`src/rtl/demultiplexer_1_4_buffered_pkg.sv`:
```
// Shared types and constants for the buffered 1:4 demultiplexer and its slot FIFOs.
// Select and occupancy encodings live here so the top level and the FIFO agree on them.
package demultiplexer_1_4_buffered_pkg;

  localparam int WIDTH_DEFAULT = 4;
  localparam int DEPTH         = 2;
  localparam int NUM_DEST      = 4;

  typedef enum logic [1:0] {
    SEL_O0 = 2'b00,
    SEL_O1 = 2'b01,
    SEL_O2 = 2'b10,
    SEL_O3 = 2'b11
  } sel_e;

  typedef enum logic [1:0] {
    CNT_EMPTY = 2'd0,
    CNT_ONE   = 2'd1,
    CNT_FULL  = 2'd2
  } cnt_e;

  // One-hot destination mask for a select value.
  function automatic logic [NUM_DEST-1:0] sel_onehot(input sel_e s);
    logic [NUM_DEST-1:0] base;
    base = 4'b0001;
    return base << s;
  endfunction

endpackage

```
`src/rtl/demultiplexer_1_4_buffered_slot_fifo.sv`:
```
// Two-entry FIFO behind one demultiplexer destination; 1-bit pointers wrap modulo 2.
// Flush clears occupancy and pointers but leaves storage untouched.
module demux_slot_fifo
  import demultiplexer_1_4_buffered_pkg::*;
#(
  parameter int WIDTH = WIDTH_DEFAULT
) (
  input  logic             clk,
  input  logic             rst_n_i,
  input  logic             push_i,
  input  logic             pop_i,
  input  logic             flush_i,
  input  logic [WIDTH-1:0] data_i,
  output logic [WIDTH-1:0] data_o,
  output logic             valid_o,
  output logic             full_o
);

  cnt_e             count_q, count_d;
  logic             wr_ptr_q, wr_ptr_d;
  logic             rd_ptr_q, rd_ptr_d;
  logic [WIDTH-1:0] mem_q [DEPTH];
  logic             push_ok;
  logic             pop_ok;

  // Push is refused when full even if a pop lands in the same cycle.
  assign push_ok = push_i && (count_q != CNT_FULL)  && !flush_i;
  assign pop_ok  = pop_i  && (count_q != CNT_EMPTY) && !flush_i;

  always_comb begin
    count_d  = count_q;
    wr_ptr_d = wr_ptr_q;
    rd_ptr_d = rd_ptr_q;
    if (flush_i) begin
      count_d  = CNT_EMPTY;
      wr_ptr_d = 1'b0;
      rd_ptr_d = 1'b0;
    end else begin
      if (push_ok) wr_ptr_d = ~wr_ptr_q;
      if (pop_ok)  rd_ptr_d = ~rd_ptr_q;
      unique case ({push_ok, pop_ok})
        2'b10:   count_d = (count_q == CNT_EMPTY) ? CNT_ONE : CNT_FULL;
        2'b01:   count_d = (count_q == CNT_FULL)  ? CNT_ONE : CNT_EMPTY;
        default: count_d = count_q;
      endcase
    end
  end

  always_ff @(posedge clk or negedge rst_n_i) begin
    if (!rst_n_i) begin
      count_q  <= CNT_EMPTY;
      wr_ptr_q <= 1'b0;
      rd_ptr_q <= 1'b0;
      for (int k = 0; k < DEPTH; k++) begin
        mem_q[k] <= '0;
      end
    end else begin
      count_q  <= count_d;
      wr_ptr_q <= wr_ptr_d;
      rd_ptr_q <= rd_ptr_d;
      if (push_ok) begin
        mem_q[wr_ptr_q] <= data_i;
      end
    end
  end

  assign valid_o = (count_q != CNT_EMPTY);
  assign full_o  = (count_q == CNT_FULL);
  // Stale storage is hidden once the slot drains.
  assign data_o  = valid_o ? mem_q[rd_ptr_q] : '0;

endmodule

```
`src/rtl/demultiplexer_1_4_buffered.sv`:
```
// Routes one source bus into one of four buffered destinations chosen by {a,b}.
// Holds only select decode, the ready mux and push fan-out; buffering is in the slots.
module demultiplexer_1_4_buffered
  import demultiplexer_1_4_buffered_pkg::*;
#(
  parameter int WIDTH = WIDTH_DEFAULT
) (
  input  logic             clk,
  input  logic             reset_n,
  input  logic             a,
  input  logic             b,
  input  logic [WIDTH-1:0] i,
  input  logic             i_valid,
  output logic             i_ready,
  input  logic             flush,
  output logic [WIDTH-1:0] o_0,
  output logic [WIDTH-1:0] o_1,
  output logic [WIDTH-1:0] o_2,
  output logic [WIDTH-1:0] o_3,
  output logic [3:0]       o_valid,
  input  logic [3:0]       o_ack
);

  sel_e                sel;
  logic [NUM_DEST-1:0] full;
  logic [NUM_DEST-1:0] push_en;
  logic [WIDTH-1:0]    head [NUM_DEST];

  assign sel = sel_e'({a, b});

  // reset_n gates ready so nothing is advertised while held in reset.
  assign i_ready = !full[sel] && !flush && reset_n;
  assign push_en = (i_valid && i_ready) ? sel_onehot(sel) : '0;

  generate
    for (genvar gi = 0; gi < NUM_DEST; gi++) begin : g_slot
      demux_slot_fifo #(
        .WIDTH (WIDTH)
      ) u_slot (
        .clk     (clk),
        .rst_n_i (reset_n),
        .push_i  (push_en[gi]),
        .pop_i   (o_ack[gi]),
        .flush_i (flush),
        .data_i  (i),
        .data_o  (head[gi]),
        .valid_o (o_valid[gi]),
        .full_o  (full[gi])
      );
    end
  endgenerate

  assign o_0 = head[0];
  assign o_1 = head[1];
  assign o_2 = head[2];
  assign o_3 = head[3];

endmodule

```
`config.mk`:
```
export PLATFORM = sky130hd
export DESIGN_NAME = demultiplexer_1_4_buffered
export DESIGN_NICKNAME = d
export VERILOG_FILES = /design/src/rtl/demultiplexer_1_4_buffered_pkg.sv /design/src/rtl/demultiplexer_1_4_buffered_slot_fifo.sv /design/src/rtl/demultiplexer_1_4_buffered.sv
export SDC_FILE = /design/constraint.sdc
export NUM_CORES = 1
export LEC_CHECK = 0
export ABC_AREA = 0
export CORE_ASPECT_RATIO = 0.5
export CORE_MARGIN = 2
export CORE_UTILIZATION = 54
export DETAILED_ROUTE_END_ITERATION = 16
export PLACE_DENSITY = 0.79
export SYNTH_ARGS = -nofsm -noshare
export SYNTH_HDL_FRONTEND = slang
export SYNTH_SLANG_ARGS = --single-unit
export TNS_END_PERCENT = 1
```
`constraint.sdc`:
```
create_clock -name clk -period 2.26 [get_ports clk]
set_clock_uncertainty 0.15 [all_clocks]
set_input_delay 0.678 -clock clk [delete_from_list [all_inputs] [get_ports clk]]
set_output_delay 0.678 -clock clk [all_outputs]
set_load 0.01 [all_outputs]
```
==> impl_metrics.env, run 1 <==
export IMPL_power_mw=1.90
export IMPL_synth_top_family_by_area="multiplexers"
export IMPL_track_usage_pct=23.7
export IMPL_vdd_drop_max_mv=0.315
export IMPL_clkTransAtPathRegs_ns=0.09
export IMPL_cts_htree_levels=2
export IMPL_ys_top_cells_by_count="48 x dfrtp_1, 28 x mux2_2, 27 x nor2_1, 16 x mux2i_1, 9 x nor2b_1"
export IMPL_cts_buffers=5
export IMPL_grt_pass1_wl_um=9020
export IMPL_finalCoreUtilization_pct=72.9
export IMPL_cts_root_buf="clkbuf_8"
export IMPL_synth_xor_xnor_area_share_pct=1.45
export IMPL_syn_nets=225
export IMPL_fmax_mhz=399
export IMPL_synthSimpleGateAreaFrac_pct=16.8
export IMPL_instances_no_fill=334
export IMPL_min_period_ns=2.51
export IMPL_fp_dieW_um=98.6
export IMPL_fill_cells=319
export IMPL_p_sw_share_pct=24.2
export IMPL_die_h_um=51.3
export IMPL_power_leakage_nw=1.52
export IMPL_placed_cell_area_um2=3050
export IMPL_slew_viol_final=0
export IMPL_synth_top_cell_area_share_pct=49.7
export IMPL_worstMarginPinSlew_ns=0.583
export IMPL_cts_buffer_depth=2
export IMPL_cts_hold_buf=0
export IMPL_reg2reg_from="g_slot[2].u_slot.count_q[1]"
export IMPL_synth_ff_type="dfrtp_1"
export IMPL_seq_area_frac_synth_pct=49.7
export IMPL_violations="negative setup slack"
export IMPL_holdCritPathClass="input port to async pin"
export IMPL_startpoint_type="input port"
export IMPL_final_seq_area_um2=1200
export IMPL_critPathMaxFanout=2
export IMPL_async_flop_share_pct=100
export IMPL_synthTopCellsByArea="dfrtp_1 50%, mux2_2 13%, mux2i_1 6.6%"
export IMPL_num_rows=17
export IMPL_dp_cells=325
export IMPL_synthAdderAreaFrac_pct=0
export IMPL_initial_utilization_pct=55.4
export IMPL_dieArea_um2=5060
export IMPL_final_setup_worst_slack_ns=-0.247
export IMPL_cts_tree="built"
export IMPL_netSwitchingPower_mw=0.461
export IMPL_worstSetupPathType="input port to output port"
export IMPL_vias=1884
export IMPL_stdcell_area_um2=3180
export IMPL_hpwlAfterDp_um=4020
export IMPL_max_cap_viol_count=0
export IMPL_powerDensity_nw_per_um2=599
export IMPL_coreArea_um2=4360
export IMPL_syn_avg_cell_area_um2=11.5
export IMPL_antenna_cells=0
export IMPL_grt_max_degree=48
export IMPL_hold_viol_final=0
export IMPL_power_share_clock_pct=34.4
export IMPL_ys_seq_elements=48
export IMPL_antenna_found_initial=0
export IMPL_power_frac_comb_pct=13.7
export IMPL_synthMuxAreaShare_pct=22.5
export IMPL_ios=35
export IMPL_drcViolationCount=0
export IMPL_clkLatencyLatePin_ns=0.30
export IMPL_syn_to_final_growth_pct=31.4
export IMPL_grt_pass1_vias=1867
export IMPL_nets=290
export IMPL_place_congestion=0.821
export IMPL_endpoint_kind="output port"
export IMPL_synth_warnings=0
export IMPL_rsz0062_at_grt="true"
export IMPL_syn_inst=211
export IMPL_routed_wl_um=5680
export IMPL_gr_total_overflow=0
export IMPL_max_slew_margin_rel_pct=61.2
export IMPL_synth_largest_area_cell="dfrtp_1"
export IMPL_crit_required_ns=1.43
export IMPL_setup_violations=1
export IMPL_yosysMostFrequentCell="dfrtp_1"
export IMPL_drive_above_1_share_pct=40.4
export IMPL_io_buffers=34
export IMPL_drtIter0Drc=94
export IMPL_arrival_ns=1.68
export IMPL_ys_types=42
export IMPL_seqPwrFrac_pct=51.9
export IMPL_vias_per_cell=5.64
export IMPL_first_pass_iters=5
export IMPL_synth_edf_count=0
export IMPL_multi_input_area_um2=1210
export IMPL_intPower_mw=1.44
export IMPL_fin_crit_sh_pct=111
export IMPL_ant_nets=0
export IMPL_cts_sinks=48
export IMPL_synth_compound_area_share_pct=6.06
export IMPL_startpoint="a"
export IMPL_wire_per_inst_um=17.0
export IMPL_synth_area_um2=2420
export IMPL_status="finished, violations left"
-- layer usage --
metal / part of all wire (%) / vias to the layer above / track usage [%]
met3: 4.8 / 4 / 6.43
met2: 48 / 42 / 39.0
met1: 47 / 959 / 31.3
li1: - / 879 / -
met4: 0.78 / 0 / 7.31
met5: 0 / - / 0
-- timing repair --
| item | in CTS | in global routing |
|---|---|---|
| endpoints found under the setup margin | 46 | 31 |
| pin swaps | 2 | 1 |
| setup buffers | 0 | 2 |
| gates resized for setup | 43 | 50 |
-- final cells by class --
class | instances | area share (%)
tap | 57 | 2.24
timing repair buffer | 70 | 16.7
sequential | 48 | 37.9
multi-input combinational | 144 | 38.0
clock inverter | 2 | 1.22
clock buffer | 6 | 2.60
inverter | 7 | 1.34
-- critical path: stages --
cell	delay, ns
buf_12	0.11
inv_16	0.04
mux4_2	0.51
nor3b_4	0.19
buf_2	0.15
-- cell families after synthesis --
family | after synthesis
AND/OR/NAND/NOR | 71
buffers and inverters | 19
flip-flops | 48
XOR/XNOR | 4
AO/OA/AOI/OAI | 20
multiplexers | 49
-- state kept, by name (all words and copies together), names as in the netlist --
name                    count
g_slot.u_slot.count_q       8
g_slot.u_slot.mem_q        32
g_slot.u_slot.rd_ptr_q      4
g_slot.u_slot.wr_ptr_q      4
-- layout by cell type (no fill, tap or decap), drive strengths merged, types with 2 or more instances in the layout --
master / instances
o21ai: 4
nor4: 5
o211ai: 2
nand4b: 2
clkdlybuf4s50: 8
xor2: 4
buf: 39
clkbuf: 24
inv: 7
nor2: 27
a211oi: 2
nand3: 3
dlygate4sd2: 5
and3b: 2
nor2b: 9
nor3: 2
nand2b: 2
mux2: 32
o2111ai: 3
dfrtp: 48
a221oi: 2
a21o: 2
nand2: 8
mux2i: 16
-- power by group through the flow --
stage,sequential (mW),combinational [mW],clock (mW)
2_1_floorplan,0.989,0.152,0
3_3_place_gp,0.997,0.252,0
3_5_place_dp,1.00,0.263,0
4_1_cts,0.988,0.262,0.664
5_1_grt,1.00,0.284,0.699
6_report,0.989,0.260,0.655
-- metrics by stage --
| stage | setup slack [ns] | hold slack (ns) | setup TNS [ns] |
|---|---|---|---|
| 2_1_floorplan | -0.0345 | 0.232 | -0.0345 |
| 3_3_place_gp | -1.11 | 0.326 | -15.24 |
| 3_5_place_dp | -1.12 | 0.330 | -16.38 |
| 4_1_cts | -0.338 | 0.195 | -0.338 |
| 5_1_grt | -0.274 | 0.227 | -0.366 |
| 6_report | -0.247 | 0.219 | -0.247 |
-- path summary, 6_finish.rpt --
path,slack (ns),depth (start not counted),endpoint
min reg2reg,0.35,1,g_slot[2].u_slot.mem_q[5]
max in group asynchronous,1.09,2,g_slot[1].u_slot.rd_ptr_q
max reg2reg,0.44,4,g_slot[2].u_slot.mem_q[7]
min in group clk,0.35,1,g_slot[2].u_slot.mem_q[5]
max,-0.25,5,i_ready
min,0.22,2,g_slot[1].u_slot.count_q[1]
No activity file was read; power rests on OpenSTA's default activity.
==> run 2: changes to the inputs <==
Settings changed: CORE_UTILIZATION 54 to 49, PLACE_DENSITY 0.79 to 0.76.
Clock period 2.26 ns to 2.2 ns, I/O delays scaled along.
==> run 2 against run 1 <==
The run still ends with negative setup slack left; first-iteration DRC count grew 44%; sequential cell count is the same; cell area grew 1.9%; sequential power is essentially flat; final cell count grew 4.2%; critical path depth is the same; non-clock buffer count grew 5; setup slack lost 0.026 ns; clock power grew 2%; largest cell class unchanged; highest routed layer unchanged.
==> impl_metrics.env, run 2 (same netlist as run 1, synthesis figures left out) <==
export IMPL_initial_utilization_pct=52.9
export IMPL_drtIter0Drc=135
export IMPL_arrival_ns=1.66
export IMPL_power_share_clock_pct=34.1
export IMPL_worstMarginPinSlew_ns=0.577
export IMPL_fill_cells=328
export IMPL_wire_per_inst_um=16.6
export IMPL_cts_htree_levels=2
export IMPL_first_pass_iters=4
export IMPL_hold_slack_ns=0.231
export IMPL_netSwitchingPower_mw=0.466
export IMPL_ios=35
export IMPL_antenna_cells=0
export IMPL_cts_buffer_depth=2
export IMPL_layout_commonest_cell="dfrtp_1"
export IMPL_placed_cell_area_um2=3070
export IMPL_endpoint_kind="output port"
export IMPL_io_buffers=34
export IMPL_track_usage_pct=22.3
export IMPL_critPathMaxFanout=2
export IMPL_routed_wl_um=5770
export IMPL_largest_reg_flops=32
export IMPL_top_regs="g_slot.u_slot.mem_q x32, g_slot.u_slot.count_q x8"
export IMPL_worstSetupPathType="input port to output port"
export IMPL_power_frac_comb_pct=13.8
export IMPL_gr_total_overflow=0
export IMPL_cts_buffers=5
export IMPL_hpwlAfterDp_um=4080
export IMPL_fin_crit_sh_pct=112
export IMPL_vias_per_cell=5.55
export IMPL_clkTransAtPathRegs_ns=0.08
export IMPL_stdcell_area_um2=3240
export IMPL_cts_hold_buf=0
export IMPL_ant_nets=0
export IMPL_final_cell_mix="47 x dfrtp_1, 36 x buf_4, 28 x mux2_2"
export IMPL_intPower_mw=1.48
export IMPL_p_sw_share_pct=23.9
export IMPL_reg2reg_from="g_slot[1].u_slot.count_q[1]"
export IMPL_fp_dieW_um=103
export IMPL_syn_to_final_growth_pct=33.9
export IMPL_vias=1933
export IMPL_grt_max_degree=48
export IMPL_coreArea_um2=4570
export IMPL_vdd_drop_max_mv=0.403
export IMPL_status="finished, violations left"
export IMPL_crit_required_ns=1.39
export IMPL_finalCoreUtilization_pct=70.8
export IMPL_cts_tree="built"
export IMPL_grt_pass1_vias=1854
export IMPL_antenna_found_initial=0
export IMPL_max_slew_margin_rel_pct=61.5
export IMPL_seqPwrFrac_pct=52.0
export IMPL_pre_cts_ws_ns=-1.16
export IMPL_cts_root_buf="clkbuf_8"
export IMPL_max_cap_viol_count=0
export IMPL_busiest_layer="met2"
export IMPL_startpoint_type="input port"
export IMPL_powerDensity_nw_per_um2=603
export IMPL_drive_above_1_share_pct=42.2
export IMPL_die_h_um=53.7
export IMPL_slew_viol_final=0
export IMPL_place_congestion=0.823
export IMPL_clkLatencyLatePin_ns=0.30
export IMPL_fmax_mhz=404
export IMPL_num_rows=17
export IMPL_met3_usage_pct=4.94
export IMPL_nets=295
export IMPL_startpoint="a"
export IMPL_regMostFlops="g_slot.u_slot.mem_q"
export IMPL_power_leakage_nw=1.55
export IMPL_gr_usage_met2_pct=36.6
export IMPL_final_setup_tns_ns=-0.449
export IMPL_cts_sinks=48
export IMPL_setup_violations=6
export IMPL_violations="negative setup slack"
export IMPL_drcViolationCount=0
export IMPL_grt_pass1_wl_um=8960
export IMPL_hold_viol_final=0
export IMPL_grt_use_met1_pct=30.1
export IMPL_rsz0062_at_grt="true"
export IMPL_reg2regPathDepth=6
export IMPL_holdCritPathClass="input port to async pin"
export IMPL_final_setup_worst_slack_ns=-0.273
export IMPL_min_period_ns=2.47
export IMPL_dieArea_um2=5550
[run 2: cell types whose count changed in the layout (fill, tap and decap cells not counted), sizes merged]
cell and delta:
buf +6, dlygate4sd2 -2, clkbuf +1
[run 2: power groups by stage]
stage	clock, mW	sequential (mW)	combinational, mW
final	0.666	1.01	0.270
after global placement	0	1.02	0.261
after CTS	0.677	1.01	0.271
after global routing	0.715	1.02	0.296
after floorplan	0	1.02	0.156
after detailed placement	0	1.03	0.271
[run 2: what timing repair did]
action                     4_1_cts  5_1_grt
buffers inserted                 1        6
setup endpoints to repair       50       32
pin swaps                        1        2
resized for setup               59       44
[run 2: area by class of cell]
cell class | count | area, um2 | share of cell area [%]
clock buffer | 6 | 82.6 | 2.55
clock inverter | 2 | 38.8 | 1.20
inverter | 7 | 42.5 | 1.31
multi-input combinational | 144 | 1220 | 37.8
sequential | 48 | 1200 | 37.1
tap | 66 | 82.6 | 2.55
timing repair buffer | 75 | 563 | 17.4
[run 2: worst paths after layout]
kind | end | slack [ns]
max | i_ready | -0.27
min | g_slot[1].u_slot.count_q[1] | 0.23
max reg2reg | g_slot[1].u_slot.mem_q[0] | 0.31
min reg2reg | g_slot[2].u_slot.mem_q[7] | 0.35
max in group asynchronous | g_slot[3].u_slot.rd_ptr_q | 1.03
min in group clk | g_slot[2].u_slot.mem_q[7] | 0.35
[run 2: critical path, cell delays in order]
cell and delay (ns):
buf_12 0.11, inv_16 0.04, mux4_2 0.52, nor3b_4 0.18, buf_2 0.14
[run 2: per-layer routing]
layer	wire length (um)	share of wire, %
met1	2690	47
met4	70	1.2
met2	2710	47
met3	298	5.2
met5	0	0
[run 2: per-stage QoR]
step           std cells  power [mW]
2_1_floorplan        211        1.17
3_3_place_gp         334        1.29
3_5_place_dp         334        1.30
4_1_cts              343        1.96
5_1_grt              348        2.03
6_report             348        1.95
==> run 3: changes to the inputs <==
Settings changed: CAP_MARGIN set to 20, PLACE_DENSITY 0.76 to 0.82, SYNTH_HIERARCHICAL set to 1.
==> run 3 against run 2 <==
The flow still finishes with violations (negative setup slack); combinational power is 10% lower; first-iteration DRC count down 77%; via count down 4.1%; sequential power barely moved; non-clock buffer count is 3 lower; synthesized cell count down 3.3%.
==> impl_metrics.env, run 3 <==
export IMPL_arrival_ns=1.62
export IMPL_fin_crit_sh_pct=110
export IMPL_antenna_found_initial=0
export IMPL_synth_edf_count=0
export IMPL_cts_tree="built"
export IMPL_vdd_drop_max_mv=0.402
export IMPL_routed_wl_um=6020
export IMPL_min_period_ns=2.43
export IMPL_setup_violations=10
export IMPL_grt_use_met1_pct=31.2
export IMPL_hpwlAfterDp_um=3990
export IMPL_antenna_cells=0
export IMPL_busiest_layer="met2"
export IMPL_fill_cells=293
export IMPL_cts_buffers=5
export IMPL_track_usage_pct=24.0
export IMPL_syn_avg_cell_area_um2=11.8
export IMPL_finalCoreUtilization_pct=73.0
export IMPL_path_cells="nor2b_4 -> mux4_2 -> nor3b_2 -> buf_2"
export IMPL_hold_viol_final=0
export IMPL_multi_input_area_um2=1280
export IMPL_clkTransAtPathRegs_ns=0.10
export IMPL_vias_per_cell=5.36
export IMPL_worstSetupPathType="flop to output port"
export IMPL_max_cap_viol_count=0
export IMPL_cts_htree_levels=2
export IMPL_first_pass_iters=4
export IMPL_reg2regPathDepth=6
export IMPL_ant_nets=0
export IMPL_cts_root_buf="clkbuf_8"
export IMPL_worstSetupPathDepth=4
export IMPL_violations="negative setup slack"
export IMPL_clkLatencyLatePin_ns=0.31
export IMPL_grt_max_degree=32
export IMPL_synth_warnings=6
export IMPL_synth_top_cell_area_share_pct=49.7
export IMPL_critPathTopFamily="multiplexers"
export IMPL_slowest_stage="mux4_2"
export IMPL_fp_dieW_um=103
export IMPL_ys_top_cells_by_count="48 x dfrtp_1, 32 x nor2_1, 16 x mux2_2, 16 x mux2_4, 16 x mux2i_1"
export IMPL_initial_utilization_pct=52.8
export IMPL_met3_usage_pct=4.55
export IMPL_gr_total_overflow=0
export IMPL_io_buffers=34
export IMPL_synth_area_um2=2420
export IMPL_synth_ff_type="dfrtp_1"
export IMPL_intPower_mw=1.53
export IMPL_dieArea_um2=5540
export IMPL_drcViolationCount=0
export IMPL_placed_cell_area_um2=3110
export IMPL_seq_area_frac_synth_pct=49.7
export IMPL_synth_largest_area_cell="dfrtp_1"
export IMPL_syn_nets=218
export IMPL_syn_inst=204
export IMPL_rsz0062_at_grt="true"
export IMPL_stdcell_area_um2=3340
export IMPL_status="finished, violations left"
export IMPL_num_rows=17
export IMPL_largest_reg_flops=32
export IMPL_gr_usage_met2_pct=41.6
export IMPL_syn_to_final_growth_pct=38.2
export IMPL_ys_types=26
export IMPL_top_regs="g_slot.u_slot/mem_q x32, g_slot.u_slot/count_q x8"
export IMPL_power_share_clock_pct=38.7
export IMPL_seqPwrFrac_pct=49.3
export IMPL_synthTopCellsByArea="dfrtp_1 50%, mux2_4 9.9%, mux2_2 7.5%"
export IMPL_cts_hold_buf=0
export IMPL_power_leakage_nw=1.54
export IMPL_startpoint_type="flop"
export IMPL_regMostFlops="g_slot.u_slot/mem_q"
export IMPL_place_congestion=0.853
export IMPL_layout_commonest_cell="dfrtp_1"
export IMPL_powerDensity_nw_per_um2=600
export IMPL_cts_sinks=48
export IMPL_pre_cts_ws_ns=-0.995
export IMPL_grt_pass1_wl_um=9640
export IMPL_yosysMostFrequentCell="dfrtp_1"
export IMPL_max_slew_margin_rel_pct=72.7
export IMPL_instances_no_fill=346
export IMPL_coreArea_um2=4570
export IMPL_wire_per_inst_um=17.4
export IMPL_ys_seq_elements=48
export IMPL_grt_pass1_vias=1921
export IMPL_cts_buffer_depth=2
export IMPL_dp_cells=335
export IMPL_ios=35
export IMPL_vias=1854
export IMPL_worstMarginPinSlew_ns=0.409
export IMPL_drive_above_1_share_pct=45.0
export IMPL_crit_required_ns=1.39
export IMPL_final_cell_mix="46 x dfrtp_1, 27 x nor2_1, 25 x buf_4"
export IMPL_endpoint_kind="output port"
export IMPL_crit_path_max_incr_delay_ns=0.47
export IMPL_async_flop_share_pct=100
export IMPL_power_frac_comb_pct=12.1
export IMPL_slew_viol_final=0
export IMPL_holdCritPathClass="input port to async pin"
export IMPL_final_seq_area_um2=1200
export IMPL_nets=293
export IMPL_p_sw_share_pct=23.4
export IMPL_final_setup_worst_slack_ns=-0.230
export IMPL_cp_buffers_inverters=1
export IMPL_critPathMaxFanout=2
export IMPL_die_h_um=53.7
export IMPL_drtIter0Drc=31
export IMPL_netSwitchingPower_mw=0.470
export IMPL_fmax_mhz=412
==> run 3: per-stage QoR <==
step | hold slack (ns) | setup TNS, ns | total power [mW]
after detailed placement | 0.345 | -28.30 | 1.23
after floorplan | 0.214 | -4.42 | 1.11
after global placement | 0.338 | -26.78 | 1.22
after CTS | 0.291 | -0.280 | 2.01
final | 0.285 | -0.397 | 2.00
after global routing | 0.309 | -1.09 | 2.08
==> run 3: timing repair <==
item | CTS | global route
endpoints found under the setup margin | 61 | 38
setup buffers | 2 | 1
resized for setup | 94 | 24
pin swaps | 9 | 6
endpoints found under the hold margin | 0 | 0
==> run 3: layout make-up <==
type                       instances  area share (%)
clock buffer                       5            2.06
inverter                          12            1.35
sequential                        48            36.1
multi-input combinational        140            38.3
timing repair buffer              72            17.7
tap                               66            2.47
clock inverter                     3            2.06
==> run 3: final timing paths <==
kind                                                   from                        end  slack, ns
worst max-delay path            g_slot[3].u_slot/count_q[1]                    i_ready      -0.23
worst min-delay path                                reset_n  g_slot[2].u_slot/mem_q[3]       0.28
worst max register to register  g_slot[1].u_slot/count_q[1]  g_slot[1].u_slot/mem_q[0]      -0.01
worst min register to register    g_slot[2].u_slot/mem_q[5]  g_slot[2].u_slot/mem_q[5]       0.37
max in group asynchronous                           reset_n  g_slot[2].u_slot/rd_ptr_q       1.30
min in group clk                  g_slot[2].u_slot/mem_q[5]  g_slot[2].u_slot/mem_q[5]       0.37
==> run 3: routing by layer <==
layer / wire length, um / share of wire (%) / vias to the layer above
li1: - / - / 872
met1: 2760 / 46 / 943
met2: 3030 / 50 / 28
met3: 145 / 2.4 / 11
met4: 81 / 1.3 / 0
met5: 0 / 0 / -
==> run 3: power groups by stage <==
stage                     combinational (mW)  clock (mW)  sequential (mW)
after floorplan                        0.120           0            0.989
after global placement                 0.221           0            0.997
after detailed placement               0.232           0             1.00
after CTS                              0.241       0.784            0.986
after global routing                   0.262       0.821            0.995
final                                  0.242       0.775            0.988
==> run 3: kinds of logic (layout without fill, tap and decap cells) <==
| logic type | count (synthesis) | in the layout | share of synthesized area, % |
|---|---|---|---|
| flops | 48 | 48 | 49.7 |
| simple gates | 59 | 59 | 14.3 |
| compound gates | 24 | 24 | 5.39 |
| buf+inv | 16 | 92 | 2.49 |
| xor+xnor | 4 | 4 | 1.45 |
| mux | 49 | 49 | 25.0 |
| fa+ha+maj | 4 | 4 | 1.66 |
